<file path="config.mk">
export PLATFORM = sky130hd
export DESIGN_NAME = rgmii_tx_framer
export DESIGN_NICKNAME = d
export VERILOG_FILES = /design/src/rtl/eth_pkg.sv /design/src/rtl/eth_crc32.sv /design/src/rtl/rgmii_tx_framer.sv
export SDC_FILE = /design/constraint.sdc
export NUM_CORES = 1
export LEC_CHECK = 0
export CORE_MARGIN = 2
export CORE_UTILIZATION = 40
export DETAILED_ROUTE_END_ITERATION = 10
export HOLD_SLACK_MARGIN = 0.05
export PLACE_DENSITY = 0.62
export SLEW_MARGIN = 20
export SYNTH_ARGS = -nofsm -noshare
export SYNTH_HDL_FRONTEND = slang
export SYNTH_SLANG_ARGS = --single-unit
</file>
<file path="constraint.sdc">
create_clock -name clk_125m -period 3.4 [get_ports clk_125m]
set_clock_uncertainty 0.2 [all_clocks]
set_input_delay 1.02 -clock clk_125m [delete_from_list [all_inputs] [get_ports clk_125m]]
set_output_delay 1.02 -clock clk_125m [all_outputs]
set_load 0.1 [all_outputs]
</file>
<file path="src/rtl/eth_pkg.sv">
// eth_pkg: constants, types and the CRC-32 byte step shared by the Ethernet
// transmit framer and the receive FCS checker.
//   ETH_PREAMBLE / ETH_SFD : preamble and start-of-frame delimiter bytes
//   CRC32_POLY             : IEEE 802.3 polynomial, normal (MSB-first) form
//   CRC32_INIT             : CRC register seed
//   CRC32_RESIDUE          : receiver residue over DA..FCS, normal bit order
//   tx_state_t             : transmit framer state
//   tx_beat_t              : one byte-time on the GMII-side transmit interface
package eth_pkg;

  localparam logic [7:0]  ETH_PREAMBLE  = 8'h55;
  localparam logic [7:0]  ETH_SFD       = 8'hD5;
  localparam logic [31:0] CRC32_POLY    = 32'h04C11DB7;
  localparam logic [31:0] CRC32_INIT    = 32'hFFFFFFFF;
  localparam logic [31:0] CRC32_RESIDUE = 32'hC704DD7B;

  typedef enum logic [2:0] {
    IDLE,
    PREAMBLE,
    SFD,
    DATA,
    PAD,
    FCS,
    IFG
  } tx_state_t;

  typedef struct packed {
    logic       en;    // TX_EN
    logic       er;    // TX_ER
    logic [7:0] data;  // byte on the wire
  } tx_beat_t;

  function automatic logic [31:0] bit_rev32(input logic [31:0] v);
    logic [31:0] r;
    for (int i = 0; i < 32; i++) r[i] = v[31-i];
    return r;
  endfunction

  // Ethernet shifts bits LSB first, so the register runs in reflected form
  // with the reversed polynomial.
  function automatic logic [31:0] crc32_byte(input logic [31:0] crc,
                                             input logic [7:0]  d);
    logic [31:0] c;
    logic [31:0] p;
    p = bit_rev32(CRC32_POLY);
    c = crc ^ {24'h000000, d};
    for (int i = 0; i < 8; i++) c = c[0] ? ((c >> 1) ^ p) : (c >> 1);
    return c;
  endfunction

endpackage

</file>
<file path="src/rtl/eth_crc32.sv">
// eth_crc32: byte-parallel reflected CRC-32, one byte per clock.
//   clk      in   clock
//   rst_n    in   async active-low reset, register returns to CRC32_INIT
//   init     in   reseed the register (wins over enable)
//   enable   in   fold data_in into the register this cycle
//   data_in  in   8  byte to fold
//   crc_out  out  32 current register value (not inverted)
module eth_crc32
  import eth_pkg::*;
(
  input  logic        clk,
  input  logic        rst_n,
  input  logic        init,
  input  logic        enable,
  input  logic [7:0]  data_in,
  output logic [31:0] crc_out
);

  logic [31:0] crc_q, crc_d;

  always_comb begin
    crc_d = crc_q;
    if (init)        crc_d = CRC32_INIT;
    else if (enable) crc_d = crc32_byte(crc_q, data_in);
  end

  always_ff @(posedge clk or negedge rst_n) begin
    if (!rst_n) crc_q <= CRC32_INIT;
    else        crc_q <= crc_d;
  end

  assign crc_out = crc_q;

endmodule

</file>
<file path="src/rtl/rgmii_tx_framer.sv">
// rgmii_tx_framer: transmit Ethernet framer feeding the RGMII ODDR stage.
// Wraps a payload byte stream with preamble, SFD, zero pad to MIN_FRAME,
// FCS and an IFG_BYTES idle gap. All wire-side outputs come straight from flops.
// Build option: define ETH_TX_FCS_EN to include the CRC engine and FCS append;
// without it the payload is expected to carry its own FCS.
//   clk_125m     in   byte clock
//   rst_n        in   async active-low reset
//   s_data       in   8  payload byte (DA first)
//   s_valid      in   s_data valid
//   s_last       in   final payload byte
//   s_ready      out  byte accepted this cycle (DATA state only)
//   tx_busy      out  frame or IFG in progress
//   tx_done      out  pulse with the final frame byte on the wire
//   tx_underrun  out  pulse with the abort byte on the wire
//   txd_rise     out  4  byte[3:0] for the rising edge
//   txd_fall     out  4  byte[7:4] for the falling edge
//   tx_ctl_rise  out  TX_EN
//   tx_ctl_fall  out  TX_EN ^ TX_ER
module rgmii_tx_framer
  import eth_pkg::*;
#(
  parameter int PREAMBLE_LEN = 7,
  parameter int MIN_FRAME    = 60,
  parameter int IFG_BYTES    = 12
) (
  input  logic       clk_125m,
  input  logic       rst_n,
  input  logic [7:0] s_data,
  input  logic       s_valid,
  input  logic       s_last,
  output logic       s_ready,
  output logic       tx_busy,
  output logic       tx_done,
  output logic       tx_underrun,
  output logic [3:0] txd_rise,
  output logic [3:0] txd_fall,
  output logic       tx_ctl_rise,
  output logic       tx_ctl_fall
);

  localparam logic [7:0]  PRE_LAST = 8'(PREAMBLE_LEN - 1);
  localparam logic [7:0]  IFG_LAST = 8'(IFG_BYTES - 1);
  localparam logic [15:0] MIN_CNT  = 16'(MIN_FRAME);
  localparam logic [15:0] CNT_MAX  = 16'hFFFF;

  // The state decides the byte that appears on the wire one cycle later, so
  // DATA is entered while the SFD is on the wire and payload follows it with
  // no bubble.
  tx_state_t   state_q, state_d;
  logic [15:0] cnt_q, cnt_d, cnt_inc;   // DA..pad bytes sent
  logic [7:0]  aux_q, aux_d;            // preamble / FCS / IFG byte index
  tx_beat_t    beat_q, beat_d;
  logic        busy_q, busy_d;
  logic        done_q, done_d;
  logic        urun_q, urun_d;
  logic        body_end;                // last DA..pad byte decided this cycle

`ifdef ETH_TX_FCS_EN
  logic        crc_init, crc_en;
  logic [7:0]  crc_data;
  logic [31:0] crc_val, fcs_word;

  // Reseed in every idle cycle so a frame always starts from the init value.
  assign crc_init = (state_q == IDLE);
  assign crc_en   = ((state_q == DATA) && s_valid) || (state_q == PAD);
  assign crc_data = (state_q == DATA) ? s_data : 8'h00;

  eth_crc32 u_crc (
    .clk     (clk_125m),
    .rst_n   (rst_n),
    .init    (crc_init),
    .enable  (crc_en),
    .data_in (crc_data),
    .crc_out (crc_val)
  );

  assign fcs_word = ~crc_val;
`endif

  assign cnt_inc = (cnt_q == CNT_MAX) ? cnt_q : cnt_q + 16'd1;
  assign s_ready = (state_q == DATA);

  always_comb begin
    state_d  = state_q;
    cnt_d    = cnt_q;
    aux_d    = aux_q;
    beat_d   = '0;
    busy_d   = 1'b1;
    done_d   = 1'b0;
    urun_d   = 1'b0;
    body_end = 1'b0;

    unique case (state_q)
      IDLE: begin
        busy_d = 1'b0;
        // s_data is only looked at; the first byte is consumed in DATA.
        if (s_valid) begin
          busy_d  = 1'b1;
          beat_d  = '{en: 1'b1, er: 1'b0, data: ETH_PREAMBLE};
          aux_d   = 8'd1;
          cnt_d   = '0;
          state_d = (PREAMBLE_LEN > 1) ? PREAMBLE : SFD;
        end
      end
      PREAMBLE: begin
        beat_d = '{en: 1'b1, er: 1'b0, data: ETH_PREAMBLE};
        aux_d  = aux_q + 8'd1;
        if (aux_q == PRE_LAST) state_d = SFD;
      end
      SFD: begin
        beat_d  = '{en: 1'b1, er: 1'b0, data: ETH_SFD};
        state_d = DATA;
      end
      DATA: begin
        if (s_valid) begin
          beat_d = '{en: 1'b1, er: 1'b0, data: s_data};
          cnt_d  = cnt_inc;
          if (s_last) begin
            if (cnt_inc < MIN_CNT) state_d = PAD;
            else                   body_end = 1'b1;
          end
        end else begin
          // Underrun: one error byte marks the frame bad, no FCS follows.
          beat_d  = '{en: 1'b1, er: 1'b1, data: 8'h00};
          urun_d  = 1'b1;
          aux_d   = '0;
          state_d = IFG;
        end
      end
      PAD: begin
        beat_d = '{en: 1'b1, er: 1'b0, data: 8'h00};
        cnt_d  = cnt_inc;
        if (cnt_inc >= MIN_CNT) body_end = 1'b1;
      end
      FCS: begin
`ifdef ETH_TX_FCS_EN
        beat_d = '{en: 1'b1, er: 1'b0, data: fcs_word[{aux_q[1:0], 3'b000} +: 8]};
        aux_d  = aux_q + 8'd1;
        if (aux_q[1:0] == 2'd3) begin
          done_d  = 1'b1;
          aux_d   = '0;
          state_d = IFG;
        end
`else
        state_d = IFG;
`endif
      end
      IFG: begin
        aux_d = aux_q + 8'd1;
        if (aux_q == IFG_LAST) begin
          aux_d   = '0;
          state_d = IDLE;
        end
      end
      default: state_d = IDLE;
    endcase

    if (body_end) begin
      aux_d = '0;
`ifdef ETH_TX_FCS_EN
      state_d = FCS;
`else
      done_d  = 1'b1;
      state_d = IFG;
`endif
    end
  end

  always_ff @(posedge clk_125m or negedge rst_n) begin
    if (!rst_n) begin
      state_q <= IDLE;
      cnt_q   <= '0;
      aux_q   <= '0;
      beat_q  <= '0;
      busy_q  <= 1'b0;
      done_q  <= 1'b0;
      urun_q  <= 1'b0;
    end else begin
      state_q <= state_d;
      cnt_q   <= cnt_d;
      aux_q   <= aux_d;
      beat_q  <= beat_d;
      busy_q  <= busy_d;
      done_q  <= done_d;
      urun_q  <= urun_d;
    end
  end

  assign txd_rise    = beat_q.data[3:0];
  assign txd_fall    = beat_q.data[7:4];
  assign tx_ctl_rise = beat_q.en;
  assign tx_ctl_fall = beat_q.en ^ beat_q.er;
  assign tx_busy     = busy_q;
  assign tx_done     = done_q;
  assign tx_underrun = urun_q;

endmodule

</file>
; Word-level counts from Yosys, hierarchy flattened
; Index checks and enable logic that the tools add are counted.
[totals]
reg_bits = 40
input_bits = 12
output_inout_bits = 14
wordCells = 68
[classes]
addsub = 2
order_cmp = 2
eq_ne = 18
mux = 30
bitwise = 1
n_reduce_logical = 6
[ops]
columns = operator, n
row1 = $pmux 10 s5, 1
row2 = $mux 16, 3
row3 = $pmux 16 s3, 1
row4 = $mux 8, 4
row5 = $pmux 8 s4, 1
row6 = $mux 3, 7
row7 = $pmux 3 s7, 1
row8 = $add 16x1->16 const B, 1
row9 = $eq 16x16->1 const B, 1
row10 = $ge 16x6->1 const B, 1
row11 = $lt 16x6->1 const B, 1
row12 = $mux 10, 1
row13 = $eq 3x3->1 const B, 3
row14 = $mux 1, 9
row15 = $mux 9, 1
row16 = $ne 3x3->1 const B, 3
row17 = $add 8x1->8 const B, 1
row18 = $eq 8x3->1 const B, 1
row19 = $eq 8x4->1 const B, 1
row20 = $eq 3x2->1 const B, 2
row21 = $ne 2x2->1 const B, 3
row22 = $reduce_and 3->1, 2
row23 = $reduce_and 6->1, 1
row24 = $reduce_bool 5->1, 1
row25 = other kinds (8), 8

; Logic depth before layout (Yosys ltp)
[depth]
word_depth = 9
depth_mapped = 9
mapped_depth_nobuf = 8

; Least setup slack after synthesis
; Ideal clock, no wire load.
[synth_timing]
path_type = register to output
start = register beat_q (netlist bit tx_ctl_rise)
end = output port tx_ctl_fall
t_arrival_ps = 2407
t_required_ps = 2180
slack_ps = -227
path_stages_with_launch = 2
n_path_buf = 0
cell_sequence = dfrtp_1 > xor2_1
[synth_via]
elab_chain_len = 1
[synth_lines]
columns = element, line
row1 = "start, declared", rgmii_tx_framer.sv:52  ; tx_beat_t beat_q, beat_d;
row2 = "start signal, assigned", rgmii_tx_framer.sv:182  ; beat_q <= beat_d;
row3 = $xor 1x1->1, rgmii_tx_framer.sv:192  ; assign tx_ctl_fall = beat_q.en ^ beat_q.er;
row4 = "end, declared", rgmii_tx_framer.sv:38  ; output logic tx_ctl_fall
; No other way between the ends.

; Worst setup path in the final report
[layout_timing]
start = register cnt_q[0]
end = register state_q[0]
[layout_via]
elab_chain_len = 9
word_cells_on_any_way = 18
cone_classes = 1 x add/sub / 2 x order compare / 7 x eq/ne / 7 x mux / 1 x reduce/logical
[layout_lines]
columns = element, line
row1 = "start, declared", rgmii_tx_framer.sv:50  ; logic [15:0] cnt_q, cnt_d, cnt_inc;
row2 = "start signal, assigned", rgmii_tx_framer.sv:180  ; cnt_q <= cnt_d;
row3 = $add 16x1->16 or $eq 16x16->1 (tied branches), rgmii_tx_framer.sv:80  ; assign cnt_inc = (cnt_q == CNT_MAX) ? cnt_q : cnt_q + 16'd1;
row4 = $mux 16 *, rgmii_tx_framer.sv:80
row5 = $lt 16x6->1, rgmii_tx_framer.sv:119  ; if (cnt_inc < MIN_CNT) state_d = PAD;
row6 = $mux 1, rgmii_tx_framer.sv:119
row7 = $mux 1, rgmii_tx_framer.sv:118  ; if (s_last) begin
row8 = $mux 1, rgmii_tx_framer.sv:115  ; if (s_valid) begin
row9 = $pmux 1 s2, rgmii_tx_framer.sv:93  ; unique case (state_q)
row10 = $ne 4x2->1 (no line) (tied with other cells), -
row11 = $reduce_and 6->1 (no line), -
row12 = "end signal, assigned", rgmii_tx_framer.sv:179  ; state_q <= state_d;
row13 = "end, declared", rgmii_tx_framer.sv:49  ; tx_state_t state_q, state_d;
; Mark *: on every way between the ends. The rest lies on a longest branch, timed or not.
; A chain may end at the register's enable or synchronous reset.

==> flow_metrics.tcl <==
set metrics [dict create \
    run_status "finished clean" \
    power_frac_seq_pct 31.0 \
    muxShareOfSynthArea_pct 1.34 \
    crit-reg2reg-capture "state_q[0]$_DFFE_PN0P_" \
    dp_cells 360 \
    io_buffer_count 25 \
    via_per_inst 5.54 \
    yosysSeqAreaShare_pct 41.2 \
    antennaDiodeCount 0 \
    cts_buffers 5 \
    crit_path_end_kind "flop" \
    rsz0062_at_grt "false" \
    dp_hpwl_microns 3690 \
    p_sw_uw 1140 \
    finalSetupViolCount 0 \
    leakagePower_uw 0.00117 \
    fin_nets 307 \
    critical_path_class "reg2reg" \
    drv_cap 0 \
    synth_edf_count 0 \
    combinationalPowerShare_pct 51.7 \
    synth-compound-area-share_pct 25.6 \
    finalCritPeriodShare_pct 88.7 \
    drc 0 \
    hold_path_class "reg2reg" \
    clkLatencyLatePin_ns 0.29 \
    clkTransAtPathRegs_ns 0.09 \
    yosysWarnings 0 \
    antenna_found_initial 0 \
    required_ns 3.38 \
    synthToLayoutAreaGrowth_pct 15.0 \
    yosysUniqueCellTypes 61 \
    ir_worst_vdd_mv 0.649 \
    num_rows 28 \
    slew_headroom_pct 41.8 \
    die_h_microns 82.0 \
    initial_utilization_pct 41.3 \
    synth-seq-cells 40 \
    setup.worst_path.start "cnt_q[0]$_DFFE_PN0P_" \
    synth_flop_cell "dfrtp_1" \
    ios 26 \
    synth_top_area_share_pct 41.2 \
    period_needed_ns 3.02 \
    postLayoutCoreUtil_pct 47.5 \
    min_from "aux_q[0]$_DFFE_PN0P_" \
    swShare_pct 49.5 \
    synthCells 273 \
    first_iter_violations 129 \
    grt_max_degree 41 \
    core_sq_mm 0.00589 \
    reg2reg_depth 8 \
    synthMostInstantiatedCell "dfrtp_1" \
    max_freq_mhz 331 \
    pwr-share-clk_pct 17.3 \
    clock_path_buffers 2 \
    startpoint_type "flop" \
    synth_nets 288 \
    dr_total_vias 2037 \
    first_global_vias 1901 \
    arrival_ns 3.00 \
    grt-ovfl-total 0 \
    final_antenna_net_count 0 \
    hold_viol_final 0 \
    die_width_microns 82.0 \
    gp_congestion 0.839 \
    rrSetupSlack_ns 0.38 \
    clock-sinks 40 \
    syn_area_per_cell_sq_um 8.91 \
    tightest_slew_ns 0.873 \
    cp-endpoint "state_q[0]$_DFFE_PN0P_" \
    r2r_start "cnt_q[0]$_DFFE_PN0P_" \
    tritoncts "yes" \
    synthXorXnorAreaFrac_pct 1.08 \
    gr-usage-all-layers_pct 17.1 \
    cp_max_fo 7 \
    synthAdderAreaFrac_pct 1.54 \
    cts_hold_buf 0 \
    fin_cells 368 \
    synth_top_family_by_area "compound AO/OA/AOI/OAI gates" \
    synth_area_sq_mm 0.00243 \
    p_per_area_mw_per_mm2 821 \
    grt_pass1_wl_microns 8930 \
    wl_per_cell_microns 14.3 \
    synth_area_leaders "dfrtp_1 (41%), o21ai_0 (6.2%), a21oi_1 (5.6%)" \
    drt-pass1-iter-count 4 \
    maxSlewViolCount 0 \
    power.internal_uw 1160 \
    cts_root_buffer "clkbuf_8" \
    htree_levels 2 \
    synth-simple-area-share_pct 23.2 \
    post_cts_buffers 0 \
    drive_gt1_share_pct 16.0 \
    tns_ns 0 \
    ctsResizeCount 0 \
    dieArea_sq_mm 0.00672 \
    netlist_top_cells_count "dfrtp_1 (40), o21ai_0 (30), a21oi_1 (27)" \
    post-synth-top-area-cell "dfrtp_1" \
    drt-total-wl_microns 5250 \
    async_flop_share_pct 100 \
]
-- power groups by stage --
stage | logic (uW) | clock network (uW) | registers (uW)
final | 1190 | 397 | 712
after global routing | 1290 | 436 | 735
after CTS | 1190 | 413 | 711
after detailed placement | 1190 | 0 | 720
after global placement | 1190 | 0 | 717
after floorplan | 913 | 0 | 748
-- how the worst min path moves through the flow --
stage	end	slack (ns)	cells past startpoint
2_1_floorplan	aux_q[0]$_DFFE_PN0P_	0.27	1
3_3_place_gp	aux_q[0]$_DFFE_PN0P_	0.30	1
3_5_place_dp	aux_q[0]$_DFFE_PN0P_	0.31	1
4_1_cts	aux_q[0]$_DFFE_PN0P_	0.33	1
5_1_grt	aux_q[0]$_DFFE_PN0P_	0.37	1
6_report	aux_q[0]$_DFFE_PN0P_	0.32	1
-- cells by family after synthesis --
| kind of cell | Yosys count |
|---|---|
| AOI/OAI and AO/OA | 96 |
| xor gates and xnor gates | 3 |
| adders and majority gates | 3 |
| buffers and inverters | 28 |
| DFF | 40 |
| muxes | 3 |
| and+or+nand+nor | 100 |
-- flip-flops by register name, indices dropped and copies added (netlist names), 3 cells and up --
register	count
aux_q	8
txd_fall	4
state_q	3
cnt_q	16
txd_rise	4
-- per-stage QoR --
step | cell area (sq um) | worst slack (ns) | hold WS, ns | power [uW]
final | 2800 | 0.383 | 0.321 | 2300
after global routing | 2800 | 0.162 | 0.371 | 2460
after CTS | 2800 | 0.371 | 0.326 | 2320
after detailed placement | 2680 | 0.306 | 0.307 | 1910
after global placement | 2680 | 0.339 | 0.302 | 1910
after floorplan | 2440 | 0.246 | 0.266 | 1660
-- per-layer routing --
metal	GRT usage [%]	share of wire, %	wire length, microns
met4	6.17	1.3	69
met2	27.1	46	2390
met5	0	0	0
met3	2.42	3.1	163
met1	23.6	50	2620
-- worst max-delay path, cell delays in order (launching register included) --
cell and delay [ns]:
dfrtp_1 0.46, ha_1 0.31, nand3_2 0.20, nor4_1 0.35, mux2_2 0.38, a21boi_1 0.15, a31o_1 0.23, a21oi_1 0.26
mux2_1 0.36
-- layout by cell type, fill, tap and decap left out, types with 7 or more instances in the layout --
master,synthesis,routed
a21oi_1,27,27
nor2b_1,7,7
inv_1,7,7
o21ai_0,30,29
nand3_1,8,8
nand2_1,18,18
nor2_1,26,26
clkdlybuf4s50_1,0,10
dfrtp_1,40,40
buf_4,8,22
-- cell type report --
cell class / count / area, sq um
clock buffer: 5 / 68.8
clock inverter: 3 / 47.5
fill: 562 / 3090
inverter: 7 / 26.3
multi-input combinational: 205 / 1290
sequential: 40 / 1000
tap: 75 / 93.8
timing repair buffer: 33 / 270
Note: power is estimated with default switching activity, not from simulation.
